## src/rtl/vga_timing_gen.sv

```systemverilog
// -----------------------------------------------------------------------------
// vga_timing_gen
//
// Purpose: raster timing generator. It walks a pixel position (spotX, spotY)
// over an H_TOTAL x V_TOTAL raster, advancing one pixel every CLK_DIV clocks
// of clock_50. It produces the sync, blanking and frame/line strobes that
// belong to the registered position.
//
// Ports:
//   clock_50   in   sole clock; all state changes on its rising edge
//   reset      in   asynchronous, active-high reset
//   enable     in   run enable; 0 freezes the divider, position and outputs
//   pix_en     out  one-clock pulse on the last divider clock of each pixel
//   HS, VS     out  horizontal / vertical sync at polarity HS_POL / VS_POL
//   SOF, EOF   out  first / last active pixel of the frame
//   SOL, EOL   out  first / last active pixel of an active line
//   spotX      out  current pixel column, COORD_W bits
//   spotY      out  current line, COORD_W bits
//   Blank      out  1 inside the active area
//   Sync       out  constant 0
//   frame_cnt  out  completed frames, modulo 2^FRAME_W
// -----------------------------------------------------------------------------
module vga_timing_gen #(
   parameter int H_ACTIVE = 640,
   parameter int H_FP     = 16,
   parameter int H_SYNC   = 96,
   parameter int H_BP     = 48,
   parameter int V_ACTIVE = 480,
   parameter int V_FP     = 10,
   parameter int V_SYNC   = 2,
   parameter int V_BP     = 33,
   parameter bit HS_POL   = 1'b0,
   parameter bit VS_POL   = 1'b0,
   parameter int CLK_DIV  = 2,
   parameter int COORD_W  = 11,
   parameter int FRAME_W  = 8
) (
   input  logic               clock_50,
   input  logic               reset,
   input  logic               enable,
   output logic               pix_en,
   output logic               HS,
   output logic               VS,
   output logic               SOF,
   output logic               EOF,
   output logic               SOL,
   output logic               EOL,
   output logic [COORD_W-1:0] spotX,
   output logic [COORD_W-1:0] spotY,
   output logic               Blank,
   output logic               Sync,
   output logic [FRAME_W-1:0] frame_cnt
);

   localparam int H_TOTAL = H_ACTIVE + H_FP + H_SYNC + H_BP;
   localparam int V_TOTAL = V_ACTIVE + V_FP + V_SYNC + V_BP;

   // ---------------------------------------------------------------------------
   // Elaboration-time parameter checks
   // ---------------------------------------------------------------------------
   if (H_ACTIVE < 1 || H_FP < 1 || H_SYNC < 1 || H_BP < 1 ||
       V_ACTIVE < 1 || V_FP < 1 || V_SYNC < 1 || V_BP < 1 ||
       COORD_W < 1 || FRAME_W < 1) begin : g_bad_zero
      $error("vga_timing_gen: every timing and width parameter must be nonzero");
   end

   if (CLK_DIV < 1 || CLK_DIV > 16) begin : g_bad_div
      $error("vga_timing_gen: CLK_DIV must be within 1..16");
   end

   if (COORD_W > 30) begin : g_bad_coord_w
      $error("vga_timing_gen: COORD_W must not exceed 30");
   end else if (H_TOTAL > (1 << COORD_W) || V_TOTAL > (1 << COORD_W)) begin : g_bad_total
      $error("vga_timing_gen: H_TOTAL and V_TOTAL must fit in 2^COORD_W");
   end

   // Raster landmarks, sized to the coordinate width. The porches are at least
   // one pixel, so every landmark below is strictly less than the total.
   localparam logic [COORD_W-1:0] X_LAST     = COORD_W'(H_TOTAL - 1);
   localparam logic [COORD_W-1:0] Y_LAST     = COORD_W'(V_TOTAL - 1);
   localparam logic [COORD_W-1:0] X_ACT      = COORD_W'(H_ACTIVE);
   localparam logic [COORD_W-1:0] Y_ACT      = COORD_W'(V_ACTIVE);
   localparam logic [COORD_W-1:0] X_ACT_LAST = COORD_W'(H_ACTIVE - 1);
   localparam logic [COORD_W-1:0] Y_ACT_LAST = COORD_W'(V_ACTIVE - 1);
   localparam logic [COORD_W-1:0] HS_START   = COORD_W'(H_ACTIVE + H_FP);
   localparam logic [COORD_W-1:0] HS_END     = COORD_W'(H_ACTIVE + H_FP + H_SYNC);
   localparam logic [COORD_W-1:0] VS_START   = COORD_W'(V_ACTIVE + V_FP);
   localparam logic [COORD_W-1:0] VS_END     = COORD_W'(V_ACTIVE + V_FP + V_SYNC);
   localparam logic [3:0]         DIV_LAST   = 4'(CLK_DIV - 1);

   typedef struct packed {
      logic hs;
      logic vs;
      logic blank;
      logic sol;
      logic eol;
      logic sof;
      logic eof;
   } flags_t;

   // Output decode for a raster position. Applied to the next position so the
   // registered flags always describe the registered spotX/spotY.
   function automatic flags_t decode(input logic [COORD_W-1:0] x,
                                     input logic [COORD_W-1:0] y);
      flags_t f;
      logic   x_act;
      logic   y_act;
      x_act   = (x < X_ACT);
      y_act   = (y < Y_ACT);
      f.hs    = (x >= HS_START && x < HS_END) ? HS_POL : ~HS_POL;
      f.vs    = (y >= VS_START && y < VS_END) ? VS_POL : ~VS_POL;
      f.blank = x_act && y_act;
      f.sol   = (x == '0) && y_act;
      f.eol   = (x == X_ACT_LAST) && y_act;
      f.sof   = (x == '0) && (y == '0);
      f.eof   = (x == X_ACT_LAST) && (y == Y_ACT_LAST);
      return f;
   endfunction

   logic [3:0]         div_q;
   logic               primed_q;
   logic [COORD_W-1:0] x_nxt;
   logic [COORD_W-1:0] y_nxt;
   logic               frame_wrap;
   flags_t             flags_nxt;

   // Reset is folded in so a divider sitting at its last count cannot produce a
   // pulse while reset is held (matters when CLK_DIV = 1).
   assign pix_en = enable && !reset && (div_q == DIV_LAST);
   assign Sync   = 1'b0;

   // NOTE: every variable written here gets a default first, so no path can
   // leave one unassigned and infer a latch.
   always_comb begin
      x_nxt      = spotX;
      y_nxt      = spotY;
      frame_wrap = 1'b0;
      if (spotX == X_LAST) begin
         x_nxt = '0;
         if (spotY == Y_LAST) begin
            y_nxt      = '0;
            frame_wrap = 1'b1;
         end else begin
            y_nxt = spotY + COORD_W'(1);
         end
      end else begin
         x_nxt = spotX + COORD_W'(1);
      end
      flags_nxt = decode(x_nxt, y_nxt);
   end

   // NOTE: the reset value parks the raster on its last position so the first
   // pixel after release lands on (0,0) through the ordinary wrap path.
   always_ff @(posedge clock_50 or posedge reset) begin
      if (reset) begin
         div_q     <= '0;
         primed_q  <= 1'b0;
         spotX     <= X_LAST;
         spotY     <= Y_LAST;
         HS        <= ~HS_POL;
         VS        <= ~VS_POL;
         Blank     <= 1'b0;
         SOL       <= 1'b0;
         EOL       <= 1'b0;
         SOF       <= 1'b0;
         EOF       <= 1'b0;
         frame_cnt <= '0;
      end else if (pix_en) begin
         // NOTE: non-blocking assignments keep every register sampling the
         // pre-edge values, independent of statement order.
         div_q    <= '0;
         primed_q <= 1'b1;
         spotX    <= x_nxt;
         spotY    <= y_nxt;
         HS       <= flags_nxt.hs;
         VS       <= flags_nxt.vs;
         Blank    <= flags_nxt.blank;
         SOL      <= flags_nxt.sol;
         EOL      <= flags_nxt.eol;
         SOF      <= flags_nxt.sof;
         EOF      <= flags_nxt.eof;
         // The wrap out of the parked reset position is not a completed frame.
         if (frame_wrap && primed_q) begin
            frame_cnt <= frame_cnt + FRAME_W'(1);
         end
      end else if (enable) begin
         div_q <= div_q + 4'd1;
      end
   end

endmodule

```

## config.mk

```make
export PLATFORM = sky130hd
export DESIGN_NAME = vga_timing_gen
export DESIGN_NICKNAME = d
export VERILOG_FILES = /design/src/rtl/vga_timing_gen.sv
export SDC_FILE = /design/constraint.sdc
export NUM_CORES = 1
export LEC_CHECK = 0
export CORE_ASPECT_RATIO = 1.4
export CORE_MARGIN = 10
export CORE_UTILIZATION = 59
export DETAILED_ROUTE_END_ITERATION = 10
export PLACE_DENSITY_LB_ADDON = 0.1
export SLEW_MARGIN = 20
export SYNTH_ARGS = -nofsm -noshare
export SYNTH_HDL_FRONTEND = slang
export SYNTH_SLANG_ARGS = --single-unit
```

## constraint.sdc

```tcl
create_clock -name clock_50 -period 5.4 [get_ports clock_50]
set_clock_uncertainty 0.1 [all_clocks]
set_input_delay 1.35 -clock clock_50 [delete_from_list [all_inputs] [get_ports clock_50]]
set_output_delay 1.35 -clock clock_50 [all_outputs]
set_load 0.05 [all_outputs]
```

==> results_dict.tcl <==
set metrics [dict create \
    area_growth_pct 17.4 \
    cts-root-buf "clkbuf_8" \
    antenna_left 0 \
    rrSetupSlack_ns 2.36 \
    p_total_mw 0.894 \
    clk_path_buf_depth 2 \
    synth_fp_nets 321 \
    clock_sinks 42 \
    switching_share_pct 34.3 \
    dpl_cell_area_um2 3150 \
    die_area_um2 7880 \
    rsz0062_at_grt "no" \
    portBuffers 40 \
    worstPathRequired_ns 3.95 \
    async_flop_share_pct 100 \
    grt_overflow 0 \
    preCtsSetupSlack_ns 0.893 \
    worstSkewPairLatency_ns 0.30 \
    fin_tns_setup_ns 0 \
    hpwlAfterDp_um 4980 \
    clkTransAtPathRegs_ns 0.09 \
    cts_resized 0 \
    row_count 29 \
    power.density_nw_per_um2 275 \
    grt_pass1_vias 2404 \
    wl_per_cell_um 17.2 \
    synth-main-ff-cell "dfrtp_1" \
    outcome "complete, no violations" \
    p_seq_share_pct 45.6 \
    initial_core_util_pct 61.2 \
    met1_length_um 2650 \
    cts_setup_buffers 0 \
    synth_edf_count 0 \
    drt_iter0_drc 228 \
    drcViolationCount 0 \
    instances_no_fill 398 \
    maxCapViolCount 0 \
    gp_congestion 0.923 \
    relSlewSlack_pct 57.7 \
    numCtsBuffers 5 \
    place_inst 390 \
    postCtsHoldBufs 0 \
    track_usage_pct 17.7 \
    slew_violations 0 \
    setup_viol 0 \
    nFillCells 355 \
    top_layer_used "met4" \
    dr_total_vias 2433 \
    ios 42 \
    worst_slack_ns 0.863 \
    wl_met2_um 3650 \
    dr_wl_met3_um 369 \
    worst_slew_pin_slew_ns 0.634 \
    final_hold_viol_count 0 \
    fin_crit_sh_pct 84.0 \
    firstDrtPassIters 4 \
    die_w_um 78.0 \
    crit_arrival_ns 3.09 \
    min-delay-start "frame_cnt[7]" \
    cp-start-kind "primary input" \
    ys_types 60 \
    grt_max_degree 26 \
    crit_start "enable" \
    drive_gt1_share_pct 10.4 \
    cts_tree "yes" \
    min_period_ns 4.54 \
    yosys_warnings 0 \
    finalNetCount 345 \
    antenna_found_initial 0 \
    power.internal_mw 0.587 \
    htree_levels 2 \
    peakVddDrop_mv 0.188 \
    core-area_um2 4540 \
    critPathCaptureType "primary output" \
    power_leakage_nw 1.27 \
    synth-seq-cells 42 \
    ys_seq_area_share_pct 38.4 \
    final_cell_area_um2 3260 \
    num_antenna_cells 0 \
    holdWs_ns 0.384 \
    fin_util_pct 71.8 \
    reg2reg_from "spotY[1]" \
    p_clk_share_pct 27.5 \
    switching_power_mw 0.307 \
    via_per_inst 6.11 \
    crit_type "primary input to primary output" \
    grt_pass1_wl_um 11700 \
    fmax_ghz 0.220 \
    synthCells 311 \
    synth_area_um2 2770 \
    hold_class "register to register" \
    fp.dieH_um 101 \
    wirelength_um 6830 \
    cp_max_fo 21 \
    avgSynthCellArea_um2 8.92 \
    pwr-share-comb_pct 26.9 \
]
==> power by group through the flow <==
stage                     clock network [mW]  registers [mW]  logic, mW
after detailed placement                   0           0.414      0.243
final                                  0.246           0.408      0.240
after global placement                     0           0.412      0.238
after global routing                   0.260           0.415      0.260
after CTS                              0.249           0.408      0.244
after floorplan                            0           0.483     0.0969
==> cells in the mapped netlist (7+ instances only) <==
cell type	n	area (um^2)
dfstp_2	12	315
ha_1	7	87.6
buf_2	8	40.0
inv_1	12	45.0
a21oi_1	8	40.0
nand2_1	31	116
dfrtp_1	30	751
xor2_1	11	96.3
clkbuf_1	11	41.3
xnor2_1	16	140
nand4_1	11	68.8
nand3_1	17	85.1
o21ai_0	18	90.1
nor2_1	19	71.3
==> worst paths after layout <==
path	end	depth (start not counted)
max	pix_en	6
min	frame_cnt[7]	1
max reg2reg	EOL	7
min reg2reg	frame_cnt[7]	1
max in group asynchronous	spotY[2]	3
min in group asynchronous	div_q[0]	2
==> cell usage in the layout (no fill, tap or decap), types with 8 or more instances in the layout <==
cell,count
clkdlybuf4s50_1,39
nand2_1,31
dfrtp_1,30
nor2_1,19
o21ai_0,18
nand3_1,17
xnor2_1,16
dfstp_2,12
inv_1,12
nand4_1,11
xor2_1,11
a21oi_1,8
==> registers in the layout, indices dropped and copies added, names as in the netlist <==
register / count
HS: 1
div_q: 4
SOL: 1
primed_q: 1
spotY: 11
VS: 1
Blank: 1
EOF: 1
SOF: 1
frame_cnt: 8
EOL: 1
spotX: 11
==> kinds of logic after synthesis <==
| family | Yosys count | share of synthesized area, % |
|---|---|---|
| AND/OR/NAND/NOR | 127 | 25.7 |
| buffers and inverters | 38 | 6.45 |
| adder cells (fa/ha/maj) | 7 | 3.16 |
| other | 1 | 0.135 |
| flip-flops | 42 | 38.4 |
| XOR/XNOR | 27 | 8.52 |
| AO/OA/AOI/OAI | 65 | 16.0 |
| multiplexers | 4 | 1.58 |
==> final cells by class <==
| type | instances | area, um^2 | area share, % |
|---|---|---|---|
| clock inverters | 3 | 40.0 | 1.23 |
| inverters | 13 | 48.8 | 1.50 |
| well taps | 62 | 77.6 | 2.38 |
| clock buffers | 5 | 68.8 | 2.11 |
| multi-input cells | 231 | 1530 | 47.0 |
| flip-flops and latches | 42 | 1070 | 32.7 |
| repair buffers | 42 | 425 | 13.1 |
==> routing by layer <==
metal  vias up  track usage, %
li1       1169               -
met1      1190            19.1
met2        59            31.6
met3        15            4.52
met4         0            8.16
met5         -               0
==> worst max-delay path, stage by stage <==
cell	delay, ns
clkdlybuf4s50_1	0.59
nor4b_1	0.26
nand2_1	0.09
buf_4	0.21
inv_1	0.38
buf_12	0.20
No activity file was read; power rests on OpenSTA's default activity.
